[config.mk]
export PLATFORM = sky130hd
export DESIGN_NAME = hwpe_stream_tcdm_reader_flat
export DESIGN_NICKNAME = d
export VERILOG_FILES = /design/src/rtl/hwpe_stream_package.sv /design/src/rtl/hwpe_stream_interfaces.sv /design/src/rtl/hwpe_stream_fifo.sv /design/src/rtl/hwpe_stream_tcdm_reader.sv /design/src/flat_wrapper.sv
export SDC_FILE = /design/constraint.sdc
export NUM_CORES = 1
export LEC_CHECK = 0
export CAP_MARGIN = 20
export CORE_MARGIN = 10
export CORE_UTILIZATION = 59
export CTS_CLUSTER_SIZE = 12
export DETAILED_ROUTE_END_ITERATION = 10
export PLACE_DENSITY = 0.84
export SLEW_MARGIN = 20
export SYNTH_ARGS = -nofsm -noshare
export SYNTH_HDL_FRONTEND = slang
export SYNTH_HIERARCHICAL = 1
export SYNTH_SLANG_ARGS = --single-unit
[constraint.sdc]
create_clock -name clk_i -period 14.5 [get_ports clk_i]
set_clock_uncertainty 0.05 [all_clocks]
set_input_delay 2.9 -clock clk_i [delete_from_list [all_inputs] [get_ports clk_i]]
set_output_delay 2.9 -clock clk_i [all_outputs]
set_load 0.01 [all_outputs]
[src/rtl/hwpe_stream_package.sv]
// Shared types and constants for the HWPE stream/TCDM blocks.
// Holds the reader FSM state encoding and the fixed TCDM word format.
package hwpe_stream_package;

    localparam int unsigned TCDM_DATA_WIDTH = 32;
    localparam logic [3:0]  TCDM_BE_ALL     = 4'hF;

    typedef enum logic [1:0] {
        IDLE  = 2'd0,
        REQ   = 2'd1,
        DRAIN = 2'd2
    } reader_state_e;

endpackage

[src/rtl/hwpe_stream_interfaces.sv]
// TCDM memory port and valid/ready word stream used by the HWPE blocks.
// Direction is given by the modports: master/slave for TCDM, source/sink for streams.
interface hwpe_stream_intf_tcdm;
    logic        req;
    logic        gnt;
    logic [31:0] add;
    logic        wen;
    logic [3:0]  be;
    logic [31:0] data;
    logic [31:0] r_data;
    logic        r_valid;

    modport master (output req, add, wen, be, data, input gnt, r_data, r_valid);
    modport slave  (input req, add, wen, be, data, output gnt, r_data, r_valid);
endinterface

interface hwpe_stream_intf_stream #(
    parameter int unsigned DATA_WIDTH = 32
);
    logic                    valid;
    logic                    ready;
    logic [DATA_WIDTH-1:0]   data;
    logic [DATA_WIDTH/8-1:0] strb;

    modport source (output valid, data, strb, input ready);
    modport sink   (input valid, data, strb, output ready);
endinterface

[src/rtl/hwpe_stream_fifo.sv]
// Circular response buffer between a stream sink and a stream source.
// A full FIFO still accepts a push in the same cycle as a pop.
module hwpe_stream_fifo #(
    parameter int unsigned DATA_WIDTH = 32,
    parameter int unsigned FIFO_DEPTH = 4
) (
    input  logic                          clk_i,
    input  logic                          rst_i,
    hwpe_stream_intf_stream.sink          push_i,
    hwpe_stream_intf_stream.source        pop_o,
    output logic [$clog2(FIFO_DEPTH):0]   occupancy_o
);

    localparam int unsigned PTR_W = $clog2(FIFO_DEPTH);
    localparam int unsigned OCC_W = PTR_W + 1;

    logic [DATA_WIDTH-1:0] mem_q [FIFO_DEPTH];
    logic [DATA_WIDTH-1:0] mem_d [FIFO_DEPTH];
    logic [PTR_W-1:0]      wr_ptr_q, wr_ptr_d;
    logic [PTR_W-1:0]      rd_ptr_q, rd_ptr_d;
    logic [OCC_W-1:0]      occ_q, occ_d;
    logic                  full, empty, do_push, do_pop;

    assign full    = (occ_q == OCC_W'(FIFO_DEPTH));
    assign empty   = (occ_q == '0);
    assign do_pop  = pop_o.valid && pop_o.ready;
    assign do_push = push_i.valid && push_i.ready;

    assign push_i.ready = !full || pop_o.ready;
    assign pop_o.valid  = !empty;
    assign pop_o.data   = mem_q[rd_ptr_q];
    assign pop_o.strb   = '1;
    assign occupancy_o  = occ_q;

    always_comb begin
        mem_d    = mem_q;
        wr_ptr_d = wr_ptr_q;
        rd_ptr_d = rd_ptr_q;
        occ_d    = occ_q;
        if (do_push) begin
            mem_d[wr_ptr_q] = push_i.data;
            wr_ptr_d        = wr_ptr_q + PTR_W'(1);
        end
        if (do_pop) begin
            rd_ptr_d = rd_ptr_q + PTR_W'(1);
        end
        case ({do_push, do_pop})
            2'b10:   occ_d = occ_q + OCC_W'(1);
            2'b01:   occ_d = occ_q - OCC_W'(1);
            default: occ_d = occ_q;
        endcase
    end

    always_ff @(posedge clk_i) begin
        if (rst_i) begin
            mem_q    <= '{default: '0};
            wr_ptr_q <= '0;
            rd_ptr_q <= '0;
            occ_q    <= '0;
        end else begin
            mem_q    <= mem_d;
            wr_ptr_q <= wr_ptr_d;
            rd_ptr_q <= rd_ptr_d;
            occ_q    <= occ_d;
        end
    end

    // Upstream credit accounting must make a refused push impossible.
    always_ff @(posedge clk_i) begin
        if (!rst_i) begin
            assert (!(push_i.valid && !push_i.ready));
            assert (!push_i.valid || (&push_i.strb));
        end
    end

endmodule

[src/rtl/hwpe_stream_tcdm_reader.sv]
// Strided TCDM reader: issues word reads base + n*stride and streams the responses out.
// Requests are credit-limited so responses in flight never exceed the buffer depth.
module hwpe_stream_tcdm_reader
    import hwpe_stream_package::*;
#(
    parameter int unsigned FIFO_DEPTH = 4,
    parameter int unsigned CNT_WIDTH  = 16
) (
    input  logic                  clk_i,
    input  logic                  rst_i,
    input  logic                  start_i,
    input  logic [31:0]           base_addr_i,
    input  logic [31:0]           stride_i,
    input  logic [CNT_WIDTH-1:0]  word_count_i,
    output logic                  busy_o,
    output logic                  done_o,
    hwpe_stream_intf_tcdm.master  tcdm,
    hwpe_stream_intf_stream.source stream
);

    localparam int unsigned SUM_W = $clog2(FIFO_DEPTH) + 1;

    reader_state_e         state_q, state_d;
    logic [CNT_WIDTH-1:0]  issued_q, issued_d;
    logic [CNT_WIDTH-1:0]  count_q, count_d;
    logic [CNT_WIDTH-1:0]  outstanding_q, outstanding_d;
    logic [31:0]           addr_q, addr_d;
    logic [31:0]           stride_q, stride_d;
    logic                  done_zero_q, done_zero_d;

    logic [SUM_W-1:0]      occupancy;
    logic [SUM_W-1:0]      credit_sum;
    logic                  tcdm_req, grant, accept, drain_done;

    hwpe_stream_intf_stream #(.DATA_WIDTH(TCDM_DATA_WIDTH)) push_if ();

    assign credit_sum = SUM_W'(outstanding_q) + occupancy;
    assign tcdm_req   = (state_q == REQ) && (issued_q < count_q)
                        && (credit_sum < SUM_W'(FIFO_DEPTH));
    assign grant      = tcdm_req && tcdm.gnt;
    // Responses that arrive while idle belong to an aborted transfer and are dropped.
    assign accept     = tcdm.r_valid && (state_q != IDLE);

    assign tcdm.req  = tcdm_req;
    assign tcdm.add  = addr_q;
    assign tcdm.wen  = 1'b1;
    assign tcdm.be   = TCDM_BE_ALL;
    assign tcdm.data = '0;

    assign push_if.valid = accept;
    assign push_if.data  = tcdm.r_data;
    assign push_if.strb  = TCDM_BE_ALL;

    assign busy_o = (state_q != IDLE);
    assign done_o = done_zero_q || drain_done;

    always_comb begin
        state_d       = state_q;
        issued_d      = issued_q;
        count_d       = count_q;
        outstanding_d = outstanding_q;
        addr_d        = addr_q;
        stride_d      = stride_q;
        done_zero_d   = 1'b0;
        drain_done    = 1'b0;

        if (grant) begin
            issued_d = issued_q + CNT_WIDTH'(1);
            addr_d   = addr_q + stride_q;
        end
        case ({grant, accept})
            2'b10:   outstanding_d = outstanding_q + CNT_WIDTH'(1);
            2'b01:   outstanding_d = outstanding_q - CNT_WIDTH'(1);
            default: outstanding_d = outstanding_q;
        endcase

        case (state_q)
            IDLE: begin
                if (start_i) begin
                    if (word_count_i != '0) begin
                        addr_d        = base_addr_i;
                        stride_d      = stride_i;
                        count_d       = word_count_i;
                        issued_d      = '0;
                        outstanding_d = '0;
                        state_d       = REQ;
                    end else begin
                        done_zero_d = 1'b1;
                    end
                end
            end
            REQ: begin
                if (issued_d == count_q) begin
                    state_d = DRAIN;
                end
            end
            DRAIN: begin
                if ((outstanding_q == '0) && (occupancy == '0)) begin
                    drain_done = 1'b1;
                    state_d    = IDLE;
                end
            end
            default: state_d = IDLE;
        endcase
    end

    always_ff @(posedge clk_i) begin
        if (rst_i) begin
            state_q       <= IDLE;
            issued_q      <= '0;
            count_q       <= '0;
            outstanding_q <= '0;
            addr_q        <= '0;
            stride_q      <= '0;
            done_zero_q   <= 1'b0;
        end else begin
            state_q       <= state_d;
            issued_q      <= issued_d;
            count_q       <= count_d;
            outstanding_q <= outstanding_d;
            addr_q        <= addr_d;
            stride_q      <= stride_d;
            done_zero_q   <= done_zero_d;
        end
    end

    always_ff @(posedge clk_i) begin
        if (!rst_i) begin
            assert (outstanding_q <= CNT_WIDTH'(FIFO_DEPTH));
        end
    end

    hwpe_stream_fifo #(
        .DATA_WIDTH (TCDM_DATA_WIDTH),
        .FIFO_DEPTH (FIFO_DEPTH)
    ) i_fifo (
        .clk_i       (clk_i),
        .rst_i       (rst_i),
        .push_i      (push_if),
        .pop_o       (stream),
        .occupancy_o (occupancy)
    );

endmodule

[src/flat_wrapper.sv]
// flat-port wrapper written by rule: the top's interface ports become plain ports
module hwpe_stream_tcdm_reader_flat import hwpe_stream_package::*;
#(
    parameter int unsigned FIFO_DEPTH = 4,
    parameter int unsigned CNT_WIDTH  = 16
)
  (clk_i, rst_i, start_i, base_addr_i, stride_i, word_count_i, busy_o, done_o, tcdm_req, tcdm_add, tcdm_wen, tcdm_be, tcdm_data, tcdm_gnt, tcdm_r_data, tcdm_r_valid, stream_valid, stream_data, stream_strb, stream_ready);
  hwpe_stream_intf_tcdm tcdm_i ();
  hwpe_stream_intf_stream #(.DATA_WIDTH(32)) stream_i ();
  input  logic clk_i;
  input  logic rst_i;
  input  logic start_i;
  input  logic [31:0] base_addr_i;
  input  logic [31:0] stride_i;
  input  logic [CNT_WIDTH-1:0] word_count_i;
  output logic busy_o;
  output logic done_o;
  output wire logic [$bits(tcdm_i.req)-1:0] tcdm_req;
  output wire logic [$bits(tcdm_i.add)-1:0] tcdm_add;
  output wire logic [$bits(tcdm_i.wen)-1:0] tcdm_wen;
  output wire logic [$bits(tcdm_i.be)-1:0] tcdm_be;
  output wire logic [$bits(tcdm_i.data)-1:0] tcdm_data;
  input wire logic [$bits(tcdm_i.gnt)-1:0] tcdm_gnt;
  input wire logic [$bits(tcdm_i.r_data)-1:0] tcdm_r_data;
  input wire logic [$bits(tcdm_i.r_valid)-1:0] tcdm_r_valid;
  output wire logic [$bits(stream_i.valid)-1:0] stream_valid;
  output wire logic [$bits(stream_i.data)-1:0] stream_data;
  output wire logic [$bits(stream_i.strb)-1:0] stream_strb;
  input wire logic [$bits(stream_i.ready)-1:0] stream_ready;
  assign tcdm_req = tcdm_i.req;
  assign tcdm_add = tcdm_i.add;
  assign tcdm_wen = tcdm_i.wen;
  assign tcdm_be = tcdm_i.be;
  assign tcdm_data = tcdm_i.data;
  assign tcdm_i.gnt = tcdm_gnt;
  assign tcdm_i.r_data = tcdm_r_data;
  assign tcdm_i.r_valid = tcdm_r_valid;
  assign stream_valid = stream_i.valid;
  assign stream_data = stream_i.data;
  assign stream_strb = stream_i.strb;
  assign stream_i.ready = stream_ready;
  hwpe_stream_tcdm_reader #(.FIFO_DEPTH(FIFO_DEPTH), .CNT_WIDTH(CNT_WIDTH)) u_core (.clk_i(clk_i), .rst_i(rst_i), .start_i(start_i), .base_addr_i(base_addr_i), .stride_i(stride_i), .word_count_i(word_count_i), .busy_o(busy_o), .done_o(done_o), .tcdm(tcdm_i), .stream(stream_i));
endmodule
==> Yosys cells after proc, flatten, opt, wreduce, memory -nomap -nowiden <==
Index checks and enable logic that the tools add are counted.
{ "totals": {"wordCells": 92, "ff_bits": 250} }
{ "op_classes": {"reduce_logical": 21, "n_eq_ne": 12, "magnitude_cmp": 5, "n_mux": 27, "add_sub_neg": 9, "bitwise": 4} }
{ "op_table": {"columns": ["cell", "n"], "rows": [
  ["2-to-1 mux 32 bit", 7],
  ["bitwise mux 128 bit", 1],
  ["2-to-1 mux 16 bit", 7],
  ["binary-select mux 32 bit (select 2 bit)", 1],
  ["demux 32 bit (select 2 bit)", 1],
  ["adder 16 x 1 -> 16 bit (second input constant)", 2],
  ["adder 32 bit", 1],
  ["one-hot mux 16 bit (2 select lines)", 1],
  ["equality test 16 bit", 1],
  ["zero test 16 bit", 1],
  ["less-than comparator 16 bit", 1],
  ["nonzero test 16 bit", 1],
  ["subtractor 16 x 1 -> 16 bit (second input constant)", 1],
  ["logical AND 1 bit", 8],
  ["2-to-1 mux 2 bit", 4],
  ["equality test 2 x 1 -> 1 bit (second input constant)", 3],
  ["equality test 2 bit (second input constant)", 3],
  ["greater-or-equal comparator 3 bit (second input constant)", 2],
  ["NOT 2 -> 3 bit", 2],
  ["one-hot mux 2 bit (3 select lines)", 1],
  ["one-hot mux 3 bit (2 select lines)", 1],
  ["adder 2 x 1 -> 2 bit (second input constant)", 2],
  ["inequality test 2 x 1 -> 1 bit (second input constant)", 2],
  ["inequality test 2 bit (second input constant)", 2],
  ["16 further kinds", 22]
]} }

==> Depth between registers and ports, before layout <==
{ "logic_depth": {"ltp_word": 9, "depth_mapped": 23, "depth_no_buf": 20} }

==> Modules after synthesis <==
Netlist, hierarchy kept.
{ "modules_own_cells": {"columns": ["module", "seq_area_each_um2", "cells_each", "area_each_um2", "instances"], "rows": [
  ["hwpe_stream_tcdm_reader", 2302.2, 1022, 7813.7, 1],
  ["hwpe_stream_fifo", 2702.6, 543, 6286.0, 1]
]} }

==> Worst setup path after synthesis <==
Ideal clock, no wire load.
{ "synth_path": {"kind": "input port to flip-flop", "startpoint": "input tcdm_gnt", "endpoint": "register u_core.outstanding_q[15]", "t_arrival_ns": 6.311, "setup_slack_ns": 8.011, "n_path_buf": 3, "stages": 18, "path_cell_list": "and2_0 and3_1 buf_6 inv_2 buf_2 clkbuf_1 ha_1 ha_1 a21o_1 a21oi_1 o21ai_0 nand2_1 o21ai_0 o41a_1 a41o_1 mux2i_1 xor2_1 nor2_1"} }
{ "synth_between": {"elab_chain_len": 6, "elab_cells_between_ends": 7, "cone_classes": "2 x eq/ne; 4 x mux; 1 x reduce/logical"} }
{ "synth_rtl": {"columns": ["item", "line", "rtl"], "rows": [
  ["start: declaration", "flat_wrapper.sv:23", "input wire logic [$bits(tcdm_i.gnt)-1:0] tcdm_gnt;"],
  ["logical AND 1 bit *", "hwpe_stream_tcdm_reader.sv:40", "assign grant = tcdm_req && tcdm.gnt;"],
  ["equality test 2 x 1 -> 1 bit or equality test 2 bit (tied branches)", "hwpe_stream_tcdm_reader.sv:71", "case ({grant, accept})"],
  ["one-hot mux 16 bit (2 select lines) *", "hwpe_stream_tcdm_reader.sv:71", null],
  ["2-to-1 mux 16 bit", "hwpe_stream_tcdm_reader.sv:80", "if (word_count_i != '0) begin"],
  ["2-to-1 mux 16 bit", "hwpe_stream_tcdm_reader.sv:79", "if (start_i) begin"],
  ["2-to-1 mux 16 bit *", "hwpe_stream_tcdm_reader.sv:77", "case (state_q)"],
  ["end signal: assignment", "hwpe_stream_tcdm_reader.sv:120", "outstanding_q <= outstanding_d;"],
  ["end: declaration", "hwpe_stream_tcdm_reader.sv:26", "logic [CNT_WIDTH-1:0] outstanding_q, outstanding_d;"]
]} }
Every way passes the cells marked *; elsewhere a longest branch is shown, timed or not.
A chain may end at the register's enable or synchronous reset.

==> Worst setup path in the final report <==
Same ends and word-level chain as after synthesis.

==> impl_metrics.csv <==
group,metric,value,unit
place,place.gp.congestion,0.889,
power_and_ir_drop,leakagePower,0.00704,uW
route,drtIter0Drc,858,
route,antenna_left,0,
logic_synthesis,synth_flop_cell,"dfxtp_1",
logic_synthesis,synthMuxAreaShare,0.149,
grt,grt_pass1_vias,11600,
place,io_buffers,185,
clock_network,clock-sinks,250,
clock_network,clk_path_buf_depth,3,
logic_synthesis,synth_compound_area_frac,0.121,
logic_synthesis,synth_xor_area_frac,0.0382,
logic_synthesis,synthSimpleGateAreaFrac,0.210,
critical_path,cp-start-kind,"input port",
timing,fin_ws,7.34,ns
layout,syn_to_final_growth,18.2,%
layout,nNetsFinal,1885,
timing,hold_violations,0,
timing,drv_slew,0,
clock_network,htree_levels,1,
layout,post-route-util,0.710,
route,vias,11500,
timing,relSlewSlack,0.344,
timing,fmax,140,MHz
critical_path,path_class,"input port to register",
floorplanning,die_x,175,um
logic_synthesis,synth_cell_types,73,
place,dpl.hpwl,24.6,mm
grt,grt_max_degree,137,
critical_path,max_stage_delay,0.74,ns
grt,grt_usage,0.220,
grt,met2_usage,0.377,
floorplanning,dieArea,0.0305,mm^2
critical_path,cp.required,14.85,ns
logic_synthesis,syn-cell-area,0.0141,mm^2
hold_path,hold_path.class,"register to register",
grt,grt_use_met1,0.276,
clock_network,cts_buffers,26,
route,dr.pass1.iters,5,
logic_synthesis,avgSynthCellArea,9.01,um^2
timing,rsz0062_at_grt,"false",
floorplanning,std_cell_rows,56,
layout,layout_commonest_cell,"dfxtp_1",
layout,num_antenna_cells,0,
clock_network,post-cts-setup-buffers,0,
clock_network,clock_latency,0.53,ns
floorplanning,core_area,0.0235,mm^2
floorplanning,die_y,175,um
logic_synthesis,seq_area_frac_synth,0.355,
logic_synthesis,ys.warnings.count,6,
critical_path,end_kind,"register",
timing,period_minus_slack,7.16,ns
run,cap_violations,0,
clock_network,ctsResizeCount,0,
floorplanning,io_pins,227,
clock_network,cts_tree,"done",
run_status,status,"finished clean",
critical_path,cp_top_family,"compound AO/OA/AOI/OAI gates",
power_and_ir_drop,power_density,113,mW/mm^2
clock_network,root_buffer,"clkbuf_16",
grt,overflow,0,
timing,fin_tns_setup,0,ns
layout,mostFrequentLayoutCells,"dfxtp_1 (249), clkdlybuf4s50_1 (184), nand2b_1 (170)",
route,route.detailed.drc,0,
layout,drive_above_1_share,0.0591,
logic_synthesis,synth_top_family_by_area,"simple AND/OR/NAND/NOR gates",
route,totalWireLength,34.8,mm
logic_synthesis,synthCells,1565,
timing,setup_viol,0,
clock_network,cts.clk_slew.worst_paths,0.06,ns
grt,busiest_layer,"met2",
grt,grt_first_pass_wirelength,57.5,mm
critical_path,cp_num_buf_inv,3,
route,viasPerCell,5.67,
logic_synthesis,synth_edf_count,0,
clock_network,holdBufCountCts,0,
logic_synthesis,async_flop_share,0,
floorplanning,start_util,0.601,
critical_path,cp_cell_sequence,"clkdlybuf4s50_1 -> and2_0 -> and3_1 -> buf_4 -> inv_2 -> ha_1 -> ha_1 -> a21o_1 -> a21oi_1 -> o21ai_0 -> nand2_1 -> o21ai_0 -> o41a_1 -> a41o_1 -> mux2i_1 -> xor2_1 -> nor2_1",
power_and_ir_drop,peakVddDrop,89.4,uV
timing,period_share,0.494,
grt,antenna_found_initial,0,
critical_path,crit_path_max_fanout,48,
logic_synthesis,synth_fa_ha_area_frac,0.0646,
logic_synthesis,synth_seq_cells,250,
critical_path,slowest_stage,"ha_1",
timing,worst_slew_pin_slew,0.982,ns
critical_path,critPathArrivalTime,7.51,ns
place,pre_cts_ws,6.82,ns
grt,grt.met3_usage,0.0558,
route,wl_per_cell,17.2,um
-- metal layers --
metal,share of wire,vias up
li1,-,5659
met1,0.44,5485
met2,0.48,316
met3,0.067,40
met4,0.014,0
met5,0,-
-- cell type report --
type / count / area (um^2)
well taps: 319 / 399
flip-flops and latches: 250 / 5010
inverters: 37 / 139
fillers: 1776 / 6810
clock inverters: 3 / 26.3
repair buffers: 194 / 1920
clock buffers: 37 / 782
multi-input cells: 1187 / 8390
-- cells in the mapped netlist, types with 31 or more instances --
master / count / share of area
dfxtp_1: 250 / 0.35
nand2b_1: 170 / 0.075
nand2_1: 160 / 0.043
mux2i_1: 138 / 0.098
nor2_1: 124 / 0.033
a21oi_1: 100 / 0.035
ha_1: 68 / 0.060
clkbuf_1: 67 / 0.018
buf_4: 49 / 0.026
o21ai_0: 36 / 0.013
inv_1: 35 / 0.0093
mux4_2: 32 / 0.051
nor3_1: 32 / 0.011
xor2_1: 31 / 0.019
-- logic make-up (layout without fill, tap and decap cells) --
group	count (synthesis)	count (layout)
flip-flops	250	250
AO/OA/AOI/OAI	261	261
other	3	41
XOR/XNOR	60	60
AND/OR/NAND/NOR	584	584
multiplexers	170	170
adder cells (fa/ha/maj)	71	71
buffers and inverters	166	271
-- report_power, final --
group,leakage (uW),internal (uW),switching [uW],total [uW]
clock network,0.000402,369,264,633
logic,0.00460,221,260,481
registers,0.00203,731,40.1,771
total,0.00704,1320,564,1890
-- metrics by stage --
stage                     cells  power [uW]  hold slack (ns)  cell area, um^2
after detailed placement   1987        1260            0.402            15900
after global placement     1987        1250            0.396            15900
after CTS                  2027        1900            0.409            16700
after global routing       2027        1980            0.431            16700
after floorplan            1603        1100            0.386            14200
final                      2027        1890            0.408            16700
-- final timing paths --
check	from	end	slack (ns)	cells past startpoint
max reg2reg	u_core/count_q[13]	u_core/outstanding_q[15]	8.53	21
max	tcdm_gnt	u_core/outstanding_q[15]	7.34	17
min reg2reg	u_core/stride_q[22]	u_core/stride_q[22]	0.41	2
min	u_core/stride_q[22]	u_core/stride_q[22]	0.41	2
-- state kept, by name, summed over array words and instances, names as in the netlist --
name,cells
u_core/count_q,16
u_core/done_zero_q,1
u_core/i_fifo/mem_q,128
u_core/i_fifo/occupancy_o,3
u_core/i_fifo/rd_ptr_q,2
u_core/i_fifo/wr_ptr_q,2
u_core/issued_q,16
u_core/outstanding_q,16
u_core/state_q,2
u_core/stride_q,32
u_core/tcdm.add,32
-- worst register-to-register path, stage by stage, from the launching register on --
cell	delay, ns
dfxtp_1	0.42
inv_1	0.10
ha_1	0.30
a21o_1	0.16
a21o_1	0.20
a2111oi_4	0.71
and2_0	0.20
and3_1	0.15
buf_4	0.31
inv_2	0.41
ha_1	0.60
ha_1	0.40
a21o_1	0.17
a21oi_1	0.25
o21ai_0	0.16
nand2_1	0.08
o21ai_0	0.12
o41a_1	0.39
a41o_1	0.29
mux2i_1	0.18
xor2_1	0.16
nor2_1	0.05
(Power assumes the default switching activity.)
